`src/rtl/alu_share_arbiter_pkg.sv`:
```
// Shared op codes and FSM encoding for the two-port ALU arbiter.
package alu_share_arbiter_pkg;

  localparam logic [2:0] AluAnd = 3'b000;
  localparam logic [2:0] AluOr  = 3'b001;
  localparam logic [2:0] AluAdd = 3'b010;
  localparam logic [2:0] AluXor = 3'b011;
  localparam logic [2:0] AluNor = 3'b100;
  localparam logic [2:0] AluSrl = 3'b101;
  localparam logic [2:0] AluSub = 3'b110;
  localparam logic [2:0] AluSlt = 3'b111;

  typedef enum logic [1:0] {
    StIdle = 2'd0,
    StExec = 2'd1,
    StResp = 2'd2
  } state_e;

endpackage

```
`src/rtl/alu_share_arbiter_if.sv`:
```
// Request/response bundle between the two requesters and the shared ALU arbiter.
interface alu_share_arbiter_if #(
  parameter int unsigned DataW = 32
);
  logic             req0_valid;
  logic             req0_ready;
  logic [DataW-1:0] req0_a;
  logic [DataW-1:0] req0_b;
  logic [2:0]       req0_oper;
  logic             req1_valid;
  logic             req1_ready;
  logic [DataW-1:0] req1_a;
  logic [DataW-1:0] req1_b;
  logic [2:0]       req1_oper;
  logic             rsp0_valid;
  logic             rsp0_ready;
  logic             rsp1_valid;
  logic             rsp1_ready;
  logic [DataW-1:0] rsp_result;
  logic             rsp_zero;
  logic             rsp_overflow;
  logic             busy;
  logic             ovf_sticky;
  logic             ovf_clr;

  modport slave (
    input  req0_valid, req0_a, req0_b, req0_oper,
    input  req1_valid, req1_a, req1_b, req1_oper,
    input  rsp0_ready, rsp1_ready, ovf_clr,
    output req0_ready, req1_ready, rsp0_valid, rsp1_valid,
    output rsp_result, rsp_zero, rsp_overflow, busy, ovf_sticky
  );

  modport master (
    output req0_valid, req0_a, req0_b, req0_oper,
    output req1_valid, req1_a, req1_b, req1_oper,
    output rsp0_ready, rsp1_ready, ovf_clr,
    input  req0_ready, req1_ready, rsp0_valid, rsp1_valid,
    input  rsp_result, rsp_zero, rsp_overflow, busy, ovf_sticky
  );
endinterface

```
`src/rtl/alu_share_arbiter_alu.sv`:
```
// Combinational 32-bit ALU; overflow is only meaningful for add and sub.
module alu_share_arbiter_alu
  import alu_share_arbiter_pkg::*;
#(
  parameter int unsigned DataW = 32
) (
  input  logic [DataW-1:0] a,
  input  logic [DataW-1:0] b,
  input  logic [2:0]       oper,
  output logic [DataW-1:0] result,
  output logic             zero,
  output logic             overflow
);

  // Decode the op; signed overflow from operand/result sign bits.
  always_comb begin
    result   = '0;
    overflow = 1'b0;
    case (oper)
      AluAnd: result = a & b;
      AluOr:  result = a | b;
      AluXor: result = a ^ b;
      AluNor: result = ~(a | b);
      AluAdd: begin
        result   = a + b;
        overflow = (a[DataW-1] == b[DataW-1]) && (result[DataW-1] != a[DataW-1]);
      end
      AluSub: begin
        result   = a - b;
        overflow = (a[DataW-1] != b[DataW-1]) && (result[DataW-1] != a[DataW-1]);
      end
      AluSlt: result = {{(DataW-1){1'b0}}, (a < b)};
      AluSrl: result = b >> 1;
      default: result = '0;
    endcase
  end

  assign zero = (result == '0);

endmodule

```
`src/rtl/alu_share_arbiter.sv`:
```
// Shares one ALU between two valid/ready requesters: IDLE -> EXEC -> RESP -> IDLE.
module alu_share_arbiter
  import alu_share_arbiter_pkg::*;
#(
  parameter int unsigned RrEn  = 1,
  parameter int unsigned DataW = 32
) (
  input logic                clk_in,
  input logic                rst_n_in,
  alu_share_arbiter_if.slave bus
);

  state_e           state_q, state_d;
  logic             last_grant_q, port_q, grant;
  logic [1:0]       req_v;
  logic             accept, rsp_ack;
  logic [DataW-1:0] a_q, b_q, result_q, alu_result;
  logic [2:0]       oper_q;
  logic             alu_zero, alu_ovf, zero_q, ovf_q, sticky_q;

  assign req_v = {bus.req1_valid, bus.req0_valid};

  // Pick one requester; ties alternate in round-robin mode, otherwise port 0 wins.
  always_comb begin
    grant = 1'b0;
    if (req_v == 2'b11) begin
      grant = (RrEn != 0) ? ~last_grant_q : 1'b0;
    end else begin
      grant = req_v[1];
    end
  end

  assign accept  = (state_q == StIdle) && req_v[grant];
  assign rsp_ack = (state_q == StResp) && (port_q ? bus.rsp1_ready : bus.rsp0_ready);

  // Next-state logic.
  always_comb begin
    state_d = state_q;
    case (state_q)
      StIdle:  if (accept) state_d = StExec;
      StExec:  state_d = StResp;
      StResp:  if (rsp_ack) state_d = StIdle;
      default: state_d = StIdle;
    endcase
  end

  // State register.
  always_ff @(posedge clk_in or negedge rst_n_in) begin
    if (!rst_n_in) state_q <= StIdle;
    else           state_q <= state_d;
  end

  // Capture the granted request; last_grant resets to 1 so port 0 wins the first tie.
  always_ff @(posedge clk_in or negedge rst_n_in) begin
    if (!rst_n_in) begin
      a_q          <= '0;
      b_q          <= '0;
      oper_q       <= '0;
      port_q       <= 1'b0;
      last_grant_q <= 1'b1;
    end else if (accept) begin
      a_q          <= grant ? bus.req1_a : bus.req0_a;
      b_q          <= grant ? bus.req1_b : bus.req0_b;
      oper_q       <= grant ? bus.req1_oper : bus.req0_oper;
      port_q       <= grant;
      last_grant_q <= grant;
    end
  end

  // Register ALU outputs in EXEC; they hold until the next EXEC.
  always_ff @(posedge clk_in or negedge rst_n_in) begin
    if (!rst_n_in) begin
      result_q <= '0;
      zero_q   <= 1'b0;
      ovf_q    <= 1'b0;
    end else if (state_q == StExec) begin
      result_q <= alu_result;
      zero_q   <= alu_zero;
      ovf_q    <= alu_ovf;
    end
  end

  // Sticky overflow; a set in the same cycle as a clear takes priority.
  always_ff @(posedge clk_in or negedge rst_n_in) begin
    if (!rst_n_in)                            sticky_q <= 1'b0;
    else if ((state_q == StExec) && alu_ovf) sticky_q <= 1'b1;
    else if (bus.ovf_clr)                     sticky_q <= 1'b0;
  end

  alu_share_arbiter_alu #(
    .DataW (DataW)
  ) u_alu (
    .a        (a_q),
    .b        (b_q),
    .oper     (oper_q),
    .result   (alu_result),
    .zero     (alu_zero),
    .overflow (alu_ovf)
  );

  assign bus.req0_ready   = (state_q == StIdle) && req_v[0] && (grant == 1'b0);
  assign bus.req1_ready   = (state_q == StIdle) && req_v[1] && (grant == 1'b1);
  assign bus.rsp0_valid   = (state_q == StResp) && (port_q == 1'b0);
  assign bus.rsp1_valid   = (state_q == StResp) && (port_q == 1'b1);
  assign bus.rsp_result   = result_q;
  assign bus.rsp_zero     = zero_q;
  assign bus.rsp_overflow = ovf_q;
  assign bus.busy         = (state_q != StIdle);
  assign bus.ovf_sticky   = sticky_q;

endmodule

```
`src/flat_wrapper.sv`:
```
// flat-port wrapper written by rule: the top's interface ports become plain ports
module alu_share_arbiter_flat import alu_share_arbiter_pkg::*;
#(
  parameter int unsigned RrEn  = 1,
  parameter int unsigned DataW = 32
)
  (clk_in, rst_n_in, bus_req0_valid, bus_req0_a, bus_req0_b, bus_req0_oper, bus_req1_valid, bus_req1_a, bus_req1_b, bus_req1_oper, bus_rsp0_ready, bus_rsp1_ready, bus_ovf_clr, bus_req0_ready, bus_req1_ready, bus_rsp0_valid, bus_rsp1_valid, bus_rsp_result, bus_rsp_zero, bus_rsp_overflow, bus_busy, bus_ovf_sticky);
  alu_share_arbiter_if #(.DataW(DataW)) bus_i ();
  input logic clk_in;
  input logic rst_n_in;
  input wire logic [$bits(bus_i.req0_valid)-1:0] bus_req0_valid;
  input wire logic [$bits(bus_i.req0_a)-1:0] bus_req0_a;
  input wire logic [$bits(bus_i.req0_b)-1:0] bus_req0_b;
  input wire logic [$bits(bus_i.req0_oper)-1:0] bus_req0_oper;
  input wire logic [$bits(bus_i.req1_valid)-1:0] bus_req1_valid;
  input wire logic [$bits(bus_i.req1_a)-1:0] bus_req1_a;
  input wire logic [$bits(bus_i.req1_b)-1:0] bus_req1_b;
  input wire logic [$bits(bus_i.req1_oper)-1:0] bus_req1_oper;
  input wire logic [$bits(bus_i.rsp0_ready)-1:0] bus_rsp0_ready;
  input wire logic [$bits(bus_i.rsp1_ready)-1:0] bus_rsp1_ready;
  input wire logic [$bits(bus_i.ovf_clr)-1:0] bus_ovf_clr;
  output wire logic [$bits(bus_i.req0_ready)-1:0] bus_req0_ready;
  output wire logic [$bits(bus_i.req1_ready)-1:0] bus_req1_ready;
  output wire logic [$bits(bus_i.rsp0_valid)-1:0] bus_rsp0_valid;
  output wire logic [$bits(bus_i.rsp1_valid)-1:0] bus_rsp1_valid;
  output wire logic [$bits(bus_i.rsp_result)-1:0] bus_rsp_result;
  output wire logic [$bits(bus_i.rsp_zero)-1:0] bus_rsp_zero;
  output wire logic [$bits(bus_i.rsp_overflow)-1:0] bus_rsp_overflow;
  output wire logic [$bits(bus_i.busy)-1:0] bus_busy;
  output wire logic [$bits(bus_i.ovf_sticky)-1:0] bus_ovf_sticky;
  assign bus_i.req0_valid = bus_req0_valid;
  assign bus_i.req0_a = bus_req0_a;
  assign bus_i.req0_b = bus_req0_b;
  assign bus_i.req0_oper = bus_req0_oper;
  assign bus_i.req1_valid = bus_req1_valid;
  assign bus_i.req1_a = bus_req1_a;
  assign bus_i.req1_b = bus_req1_b;
  assign bus_i.req1_oper = bus_req1_oper;
  assign bus_i.rsp0_ready = bus_rsp0_ready;
  assign bus_i.rsp1_ready = bus_rsp1_ready;
  assign bus_i.ovf_clr = bus_ovf_clr;
  assign bus_req0_ready = bus_i.req0_ready;
  assign bus_req1_ready = bus_i.req1_ready;
  assign bus_rsp0_valid = bus_i.rsp0_valid;
  assign bus_rsp1_valid = bus_i.rsp1_valid;
  assign bus_rsp_result = bus_i.rsp_result;
  assign bus_rsp_zero = bus_i.rsp_zero;
  assign bus_rsp_overflow = bus_i.rsp_overflow;
  assign bus_busy = bus_i.busy;
  assign bus_ovf_sticky = bus_i.ovf_sticky;
  alu_share_arbiter #(.RrEn(RrEn), .DataW(DataW)) u_core (.clk_in(clk_in), .rst_n_in(rst_n_in), .bus(bus_i));
endmodule
```
`config.mk`:
```
export PLATFORM = sky130hd
export DESIGN_NAME = alu_share_arbiter_flat
export DESIGN_NICKNAME = d
export VERILOG_FILES = /design/src/rtl/alu_share_arbiter_pkg.sv /design/src/rtl/alu_share_arbiter_if.sv /design/src/rtl/alu_share_arbiter_alu.sv /design/src/rtl/alu_share_arbiter.sv /design/src/flat_wrapper.sv
export SDC_FILE = /design/constraint.sdc
export NUM_CORES = 1
export LEC_CHECK = 0
export BUFFER_PORTS_ARGS = -buffer_cell sky130_fd_sc_hd__clkbuf_2
export CAP_MARGIN = 10
export CORE_MARGIN = 2
export CORE_UTILIZATION = 50
export CTS_CLUSTER_SIZE = 14
export DETAILED_ROUTE_END_ITERATION = 8
export PLACE_DENSITY = 0.72
export SETUP_SLACK_MARGIN = 0.2
export SLEW_MARGIN = 5
export SYNTH_ARGS = -nofsm -noshare
export SYNTH_HDL_FRONTEND = slang
export SYNTH_SLANG_ARGS = --single-unit
```
`constraint.sdc`:
```
create_clock -name clk_in -period 3.7 [get_ports clk_in]
set_input_delay 0.37 -clock clk_in [delete_from_list [all_inputs] [get_ports clk_in]]
set_output_delay 0.37 -clock clk_in [all_outputs]
set_load 0.05 [all_outputs]
```
==> flow_metrics.tcl, run 1 <==
set metrics [dict create \
    wl_per_cell_um 21.18 \
    max_cap_viol_count 0 \
    path_depth 12 \
    nNetsFinal 1942 \
    fmax_mhz 269.9 \
    status "finished, violations left" \
    slew-limit-headroom 0.3557 \
    period_minus_slack_ns 3.705 \
    violations "negative setup slack" \
    critical_path_class "register to register" \
    endpoint "u_core.bus.rsp_zero" \
    port_buffers 180 \
    clk_latency_ns 0.37 \
    antenna_cells 0 \
    critPathMostFrequentCell "a21o_1" \
    core-area_um2 21760 \
    final_common_cell "clkbuf_2" \
    dp_hpwl_um 32930 \
    rrSetupSlack_ns -0.005 \
    cp-startpoint "u_core.b_q[0]" \
    clockBufferDepth 2 \
    antenna_found_initial 1 \
    final_area_um2 13840 \
    initial_core_util 0.5073 \
    syn-num-nets 1683 \
    finalHoldViolCount 0 \
    r2r_end "u_core.bus.rsp_zero" \
    async_flop_share 1.000 \
    vias 12100 \
    crit_family "compound AO/OA/AOI/OAI gates" \
    dieArea_um2 23280 \
    maxSlewViolCount 0 \
    drt-vias-per-instance 6.100 \
    io_pins 181 \
    crit_path_max_incr_delay_ns 0.55 \
    grt_max_degree 81 \
    yosysWarnings 0 \
    synth.distinct_cells 92 \
    drive_gt1_frac 0.2707 \
    fin_ws_ns -0.005440 \
    overflow 0 \
    synth_area_um2 11040 \
    synth-main-ff-cell "dfrtp_1" \
    ys_seq_area_frac 0.2404 \
    clkTransAtPathRegs_ns 0.09 \
    rsz0062_at_grt "yes" \
    crit_arrival_ns 3.98 \
    area_growth_syn_to_layout_pct 25.39 \
    synth_edf_count 0 \
    wl_met3_um 4703 \
    ant_nets 0 \
    worstReg2RegStart "u_core.b_q[0]" \
    met1_length_um 19720 \
    cpMaxStageDelayCell "or4b_1" \
    numCtsBuffers 9 \
    crit_buf_inv 0 \
    cts.sinks 106 \
    crit_chain "ha_2 -> fa_2 -> a21o_1 -> a221oi_4 -> a2bb2oi_2 -> a21o_1 -> a31oi_1 -> a2111o_1 -> or4b_1 -> nor4b_2 -> nand4_1 -> o31ai_2" \
    cts_tree "yes" \
    place_congestion 0.9922 \
    syn_avg_cell_area_um2 7.670 \
    cts_root_buffer "clkbuf_16" \
    worstMarginPinSlew_ns 0.9664 \
    top_layer "met4" \
    hp-class "primary input to async pin" \
    die_w_um 152.6 \
    fin_worst_skew_ns 0.02332 \
    grt_pass1_wl_um 64640 \
    placement_rows 54 \
    startpoint_type "register" \
    h-tree-depth 3 \
    crit_fanout 4 \
    firstDrtPassIters 6 \
    cp.required_ns 3.98 \
    ys_ff_latch 106 \
    wirelength_um 41990 \
    fillers 1957 \
    dp_slack_ns -0.1391 \
    fp.dieH_um 152.6 \
    track_usage 0.3519 \
    place_area_um2 13130 \
    period_share 1.001 \
    synth_cells 1439 \
    final_cell_mix "clkbuf_2, nand2_1, buf_4, o21ai_0, nor2_1" \
    setup_violations 1 \
    reg2regPathDepth 12 \
    wl_met2_um 16890 \
    grt_pass1_vias 11250 \
    worst_setup_path_end_kind "register" \
    drc 0 \
    initialDrtViolationCount 1432 \
    whs_ns 0.1312 \
]
## worst min-delay path by stage
stage | startpoint | end | slack (ns) | depth (start not counted)
detailed placement | u_core.bus.rsp_result[23] | u_core.bus.rsp_result[23] | 0.46 | 2
finish | rst_n_in | u_core.b_q[5] | 0.13 | 1
CTS | rst_n_in | u_core.b_q[5] | 0.17 | 1
global route | rst_n_in | u_core.b_q[5] | 0.23 | 1
global placement | u_core.bus.rsp_result[29] | u_core.bus.rsp_result[29] | 0.46 | 2
floorplan | rst_n_in | u_core.a_q[0] | 0.07 | 0
## per-stage QoR
stage | cells | TNS, ns | util
2_1_floorplan | 1439 | 0 | -
3_3_place_gp | 1960 | 0 | 0.6036
3_5_place_dp | 1960 | -0.1391 | 0.6036
4_1_cts | 1979 | 0 | 0.6212
5_1_grt | 1983 | -0.09918 | 0.6361
6_report | 1983 | -0.005440 | 0.6361
## cells in the mapped netlist (12+ instances only)
master / count / area, µm²
inv_1: 110 / 412.9
mux2i_1: 88 / 880.8
buf_2: 18 / 90.09
o21ai_0: 156 / 780.8
o211ai_1: 21 / 157.7
o22ai_1: 13 / 81.33
a31oi_1: 19 / 118.9
a211oi_1: 18 / 135.1
buf_1: 14 / 52.55
a22oi_1: 16 / 120.1
nand2_1: 165 / 619.3
o31ai_1: 14 / 105.1
xnor2_1: 14 / 122.6
nor2_1: 136 / 510.5
a21oi_1: 89 / 445.4
dfrtp_1: 105 / 2628
clkbuf_1: 61 / 229.0
or3_1: 12 / 75.07
ha_1: 101 / 1264
nor3_1: 17 / 85.08
a21o_1: 17 / 127.6
## worst register-to-register path: stages (launching register included)
cell       delay [ns]
dfrtp_1          0.42
ha_2             0.22
fa_2             0.37
a21o_1           0.25
a221oi_4         0.31
a2bb2oi_2        0.23
a21o_1           0.22
a31oi_1          0.11
a2111o_1         0.33
or4b_1           0.55
nor4b_2          0.27
nand4_1          0.15
o31ai_2          0.18
## state kept, by name (all words and copies together) (netlist names)
register / count
u_core.b_q: 32
u_core.oper_q: 3
u_core.bus.rsp_result: 32
u_core.a_q: 32
u_core.bus.rsp_zero: 1
u_core.last_grant_q: 1
u_core.state_q: 2
u_core.bus.rsp_overflow: 1
u_core.bus.ovf_sticky: 1
u_core.port_q: 1
## metal layers
| layer | global-route usage | vias up |
|---|---|---|
| met3 | 0.09272 | 56 |
| met1 | 0.5402 | 5707 |
| met5 | 0 | - |
| met2 | 0.4896 | 635 |
| met4 | 0.07848 | 0 |
| li1 | - | 5698 |
## timing repair
item,4_1_cts,5_1_grt
endpoints found under the setup margin,5,9
pin swaps,13,21
setup buffers,3,4
gates resized for setup,17,60
gates cloned,0,0
hold buffers,0,0
## kinds of logic after synthesis
family,count (synthesis),synth area share
AOI/OAI and AO/OA,492,0.2962
and+or+nand+nor,420,0.1725
buffers and inverters,210,0.07584
DFF,106,0.2404
adders and majority gates,103,0.1181
muxes,93,0.08491
xor gates and xnor gates,15,0.01190
## final cells by class
class	count	area, µm²	share of cell area
multi-input cells	1123	7919	0.5722
repair buffers	346	2187	0.1580
flip-flops and latches	106	2658	0.1920
clock inverters	7	80.08	0.005786
clock buffers	9	225.2	0.01627
inverters	112	420.4	0.03038
well taps	280	350.3	0.02531
Power of run 1 is not shown: default switching activity piles up to over one toggle a cycle in this logic, so the estimate is an artifact.
==> inputs of run 2 (changes only) <==
--- a/config.mk
+++ b/config.mk
@@ -11,9 +11,10 @@
 export CORE_UTILIZATION = 50
 export CTS_CLUSTER_SIZE = 14
 export DETAILED_ROUTE_END_ITERATION = 8
-export PLACE_DENSITY = 0.72
+export PLACE_DENSITY = 0.71
 export SETUP_SLACK_MARGIN = 0.2
 export SLEW_MARGIN = 5
 export SYNTH_ARGS = -nofsm -noshare
 export SYNTH_HDL_FRONTEND = slang
+export SYNTH_HIERARCHICAL = 1
 export SYNTH_SLANG_ARGS = --single-unit
==> run 2 against run 1 <==
  * The flow still finishes with violations (negative setup slack)
  * Wire length fell by 2.3%
  * Clock skew down 0.0091 ns
  * Synthesized area is 5.8% higher
  * First-iteration DRC count is 9.0% lower
  * Maximum frequency is 9.4% lower
  * Worst setup slack got worse by 0.39 ns
  * Critical path depth grew 3
  * Critical path type unchanged
  * Sequential share of layout area is 1.6 points lower
  * Non-clock buffer count increased by 94
  * Cell count is the same
  * Die area rose by 5.7%
==> flow_metrics.tcl, run 2 <==
set metrics [dict create \
    crit_buf_inv 1 \
    fp.dieH_um 156.8 \
    firstDrtPassIters 6 \
    dp_slack_ns -0.6643 \
    placement_rows 55 \
    multi_input_area_um2 8452 \
    cpMaxStageDelayCell "or4b_4" \
    cp.required_ns 4.01 \
    final_cell_mix "buf_4, clkbuf_2, mux2_4, nor2_1, a21oi_1" \
    synthTopCellsByArea "dfrtp_1, mux2_4, ha_1, a21oi_1, nor2_1" \
    grt_max_degree 59 \
    drive_gt1_frac 0.4156 \
    async_flop_share 1.000 \
    ys_seq_area_frac 0.2272 \
    synth_area_um2 11680 \
    period_minus_slack_ns 4.092 \
    yosysWarnings 6 \
    port_buffers 180 \
    wl_per_cell_um 20.68 \
    fmax_mhz 244.4 \
    final_common_cell "buf_4" \
    maxSlewViolCount 0 \
    cts_tree "yes" \
    worstMarginPinSlew_ns 1.085 \
    synth-main-ff-cell "dfrtp_1" \
    drc 0 \
    core-area_um2 22780 \
    critical_path_class "register to register" \
    track_usage 0.3318 \
    dieArea_um2 24600 \
    synth.most_common_cell "mux2_4" \
    area_growth_syn_to_layout_pct 29.39 \
    final_core_utilization 0.6634 \
    rsz0062_at_grt "yes" \
    synth_edf_count 0 \
    initial_core_util 0.5127 \
    max_cap_viol_count 0 \
    io_pins 181 \
    synth.distinct_cells 92 \
    grt_pass1_wl_um 62580 \
    clk_latency_ns 0.37 \
    seqCellArea_um2 2655 \
    grt_pass1_vias 11260 \
    fin_ws_ns -0.3918 \
    period_share 1.106 \
    cts.sinks 106 \
    startpoint_type "register" \
    nNetsFinal 1909 \
    crit_path_max_incr_delay_ns 0.47 \
    crit_arrival_ns 4.40 \
    clkTransAtPathRegs_ns 0.08 \
    syn-num-nets 1539 \
    hp-class "primary input to async pin" \
    crit_fanout 3 \
    dp_hpwl_um 31960 \
    vias 11670 \
    slew-limit-headroom 0.2770 \
    synth_common_cells "mux2_4, nor2_1, a21oi_1" \
    finalHoldViolCount 0 \
    critPathMostFrequentCell "nor4_4" \
    initialDrtViolationCount 1303 \
    ys_ff_latch 106 \
    overflow 0 \
    syn_avg_cell_area_um2 9.018 \
    yosys.area.top_type "dfrtp_1" \
    h-tree-depth 3 \
    drt-vias-per-instance 5.885 \
    setup_violations 7 \
    rrSetupSlack_ns -0.39 \
    fillers 1907 \
    wirelength_um 41020 \
    place_congestion 0.9898 \
    die_w_um 156.8 \
    fin_worst_skew_ns 0.01425 \
    status "finished, violations left" \
    numCtsBuffers 9 \
    ant_nets 0 \
    synth_cells 1295 \
    yosys.area.top_type_share 0.2250 \
    clockBufferDepth 2 \
    crit_chain "ha_4 -> fa_2 -> o21ba_4 -> or4_4 -> nand3_2 -> a2111oi_0 -> o22a_1 -> nor4_4 -> buf_4 -> or4b_4 -> nor4_4 -> and4b_2 -> nand4b_4 -> nor4_4 -> mux2_4" \
    cts_root_buffer "clkbuf_16" \
    antenna_found_initial 1 \
    violations "negative setup slack" \
    crit_family "simple AND/OR/NAND/NOR gates" \
    antenna_cells 0 \
    worst_setup_path_end_kind "register" \
]
## run 2: cell count changes in the layout (fill, tap and decap cells not counted), moves of 13 or more
cell / delta
mux2i_1: -74
a21oi_1: +23
ha_1: +21
inv_1: -13
o21ai_0: -86
nand2_1: -95
buf_4: +87
mux2_2: +30
nor2_1: -20
mux2_4: +136
ha_2: -15
## run 2: path summary, 6_finish.rpt
| kind | from | end | cells after the start |
|---|---|---|---|
| worst min-delay path | rst_n_in | u_core/oper_q[2] | 1 |
| worst min register to register | u_core/bus.rsp_result[20] | u_core/bus.rsp_result[20] | 1 |
| max in group asynchronous | rst_n_in | u_core/last_grant_q | 2 |
| worst max register to register | u_core/b_q[0] | u_core/bus.rsp_zero | 15 |
| worst max-delay path | u_core/b_q[0] | u_core/bus.rsp_zero | 15 |
| min in group clk_in | bus_ovf_clr | u_core/bus.ovf_sticky | 2 |
## run 2: kinds of logic (layout without fill, tap and decap cells)
logic type | after synthesis | in the layout | synth area share
AND/OR/NAND/NOR | 314 | 314 | 0.1322
flip-flops | 106 | 106 | 0.2272
XOR/XNOR | 15 | 15 | 0.01125
multiplexers | 185 | 185 | 0.2199
adder cells (fa/ha/maj) | 103 | 103 | 0.1116
AO/OA/AOI/OAI | 390 | 390 | 0.2234
buffers and inverters | 182 | 557 | 0.07435
## run 2: per-layer routing
| layer | track usage | vias to the layer above | part of all wire |
|---|---|---|---|
| met5 | 0 | - | 0 |
| met4 | 0.08519 | 0 | 0.020 |
| met3 | 0.05926 | 78 | 0.092 |
| met2 | 0.5107 | 637 | 0.43 |
| met1 | 0.4781 | 5495 | 0.46 |
| li1 | - | 5460 | - |
## run 2: final cells by class
class / count / area share
Timing Repair Buffer: 440 / 0.1955
Clock buffer: 10 / 0.01515
Tap cell: 313 / 0.02592
Inverter: 101 / 0.02509
Sequential cell: 106 / 0.1757
Multi-Input combinational cell: 1007 / 0.5593
Clock inverter: 6 / 0.003312
## run 2: what timing repair did
item	CTS	global route
resized for setup	24	22
pin swaps	21	10
buffers inserted	5	6
setup endpoints to repair	11	13
hold buffers	0	0
## run 2: worst register-to-register path: cells and delay by family (launching register included)
family | cells | cell delay (ns)
simple gates | 8 | 2.18
compound gates | 3 | 0.56
flops | 1 | 0.42
buf+inv | 1 | 0.16
mux | 1 | 0.17
fa+ha+maj | 2 | 0.54
## run 2: per-stage QoR
stage | TNS, ns | instance area [µm²] | hold slack [ns] | instances
after floorplan | 0 | 11730 | 0.07441 | 1295
after global placement | -0.5074 | 14510 | 0.4183 | 1956
after detailed placement | -0.8513 | 14510 | 0.4274 | 1956
after CTS | -0.5975 | 14940 | 0.02361 | 1977
after global routing | -1.801 | 15110 | 0.06564 | 1983
final | -0.8783 | 15110 | 0.006526 | 1983
Power of run 2 is left out for the same reason.
==> inputs of run 3 (changes only) <==
--- a/config.mk
+++ b/config.mk
@@ -13,6 +13,7 @@
 export DETAILED_ROUTE_END_ITERATION = 8
 export PLACE_DENSITY = 0.71
 export SETUP_SLACK_MARGIN = 0.2
+export SKIP_LAST_GASP = 1
 export SLEW_MARGIN = 5
 export SYNTH_ARGS = -nofsm -noshare
 export SYNTH_HDL_FRONTEND = slang
==> run 3 against run 2 <==
  * Wire length shrank 0.26%
  * Non-clock buffer count shrank 1
  * First-iteration DRC count grew 4.2%
  * Critical path depth grew 1
  * The run still ends with negative setup slack left
  * Flip-flop and latch count is the same
  * Clock skew shrank 0.00073 ns
  * Global-route usage is the same
  * Sequential share of layout area is essentially flat
  * Design area shrank 0.16%
  * Worst setup slack gained 0.032 ns
  * Largest cell class unchanged
  * Maximum frequency grew 0.80%
  * Die area is the same
==> flow_metrics.tcl, run 3 (same netlist as run 2, synthesis figures left out) <==
set metrics [dict create \
    core-area_um2 22780 \
    grt_use_met2 0.5107 \
    max_cap_viol_count 0 \
    cts.sinks 106 \
    period_share 1.097 \
    clk_latency_ns 0.37 \
    use_met1 0.4781 \
    status "finished, violations left" \
    io_pins 181 \
    die_w_um 156.8 \
    drt-vias-per-instance 5.867 \
    crit_family "simple AND/OR/NAND/NOR gates" \
    period_minus_slack_ns 4.059 \
    maxSlewViolCount 0 \
    numCtsBuffers 9 \
    final_cells 1982 \
    multi_input_area_um2 8439 \
    cp.required_ns 4.01 \
    dieArea_um2 24600 \
    overflow 0 \
    track_usage 0.3318 \
    area_growth_syn_to_layout_pct 29.18 \
    clkTransAtPathRegs_ns 0.08 \
    grt_pass1_vias 11260 \
    finalHoldViolCount 0 \
    crit_buf_inv 2 \
    violations "negative setup slack" \
    final_area_um2 15090 \
    setup_violations 6 \
    grt_max_degree 59 \
    dpl.cell_count 1956 \
    fp.dieH_um 156.8 \
    place_congestion 0.9898 \
    hp-class "primary input to async pin" \
    crit_fanout 3 \
    wirelength_um 40910 \
    cpMaxStageDelayCell "or4b_4" \
    seqCellArea_um2 2655 \
    worst_setup_path_end_kind "register" \
    wl_per_cell_um 20.64 \
    placement_rows 55 \
    reg2regPathDepth 16 \
    final_core_utilization 0.6623 \
    crit_chain "inv_2 -> ha_4 -> fa_2 -> o21ba_4 -> or4_4 -> nand3_2 -> a2111oi_0 -> o22a_1 -> nor4_4 -> buf_4 -> or4b_4 -> nor4_4 -> and4b_2 -> nand4b_4 -> nor4_4 -> mux2_4" \
    drc 0 \
    place_area_um2 14510 \
    cts_tree "yes" \
    worstMarginPinSlew_ns 1.084 \
    antenna_found_initial 1 \
    fin_worst_skew_ns 0.01352 \
    grt_pass1_wl_um 62580 \
    final_cell_mix "buf_4, clkbuf_2, mux2_4, nor2_1, a21oi_1" \
    critical_path_class "register to register" \
    postCtsHoldBufs 0 \
    fin_ws_ns -0.3594 \
    grt_busiest_layer "met2" \
    rrSetupSlack_ns -0.36 \
    final_common_cell "buf_4" \
    path_depth 16 \
    crit_path_max_incr_delay_ns 0.47 \
    h-tree-depth 3 \
    dp_hpwl_um 31960 \
    startpoint_type "register" \
    firstDrtPassIters 7 \
    vias 11630 \
    clockBufferDepth 2 \
    nNetsFinal 1908 \
    initialDrtViolationCount 1358 \
    cts_root_buffer "clkbuf_16" \
    fmax_mhz 246.3 \
    port_buffers 180 \
    critPathMostFrequentCell "nor4_4" \
    antenna_cells 0 \
    dp_slack_ns -0.6643 \
    slew-limit-headroom 0.2772 \
    fillers 1904 \
    rsz0062_at_grt "yes" \
    drive_gt1_frac 0.4128 \
    grtUsageMet3 0.05926 \
    initial_core_util 0.5127 \
    crit_arrival_ns 4.37 \
    ant_nets 0 \
]
run 3: area by class of cell:
cell class | count | area share
timing repair buffer | 439 | 0.1951
clock buffer | 10 | 0.01518
tap | 313 | 0.02596
multi-input combinational | 1007 | 0.5594
clock inverter | 6 | 0.003317
inverter | 101 | 0.02513
sequential | 106 | 0.1760
run 3: layer usage:
| layer | up-vias | share of wire |
|---|---|---|
| met1 | 5478 | 0.46 |
| met3 | 82 | 0.093 |
| met5 | - | 0 |
| li1 | 5458 | - |
| met2 | 610 | 0.43 |
| met4 | 0 | 0.020 |
run 3: stage by stage:
stage,TNS [ns],hold slack [ns]
4_1_cts,-0.6145,0.02361
6_report,-0.7405,0.005847
3_3_place_gp,-0.5074,0.4183
2_1_floorplan,0,0.07441
3_5_place_dp,-0.8513,0.4274
5_1_grt,-1.810,0.06564
run 3: path summary, 6_finish.rpt:
check	endpoint	from
hold reg to reg	u_core/bus.rsp_result[20]	u_core/bus.rsp_result[20]
min in group clk_in	u_core/bus.ovf_sticky	bus_ovf_clr
hold / removal	u_core/oper_q[2]	rst_n_in
max in group asynchronous	u_core/last_grant_q	rst_n_in
setup reg to reg	u_core/bus.rsp_zero	u_core/a_q[0]
setup / recovery	u_core/bus.rsp_zero	u_core/a_q[0]
run 3: repair_timing:
action	in CTS	in global routing
buffers inserted	5	5
pin swaps	21	9
endpoints found under the setup margin	11	14
resized for setup	21	19
Power of run 3 is left out for the same reason.
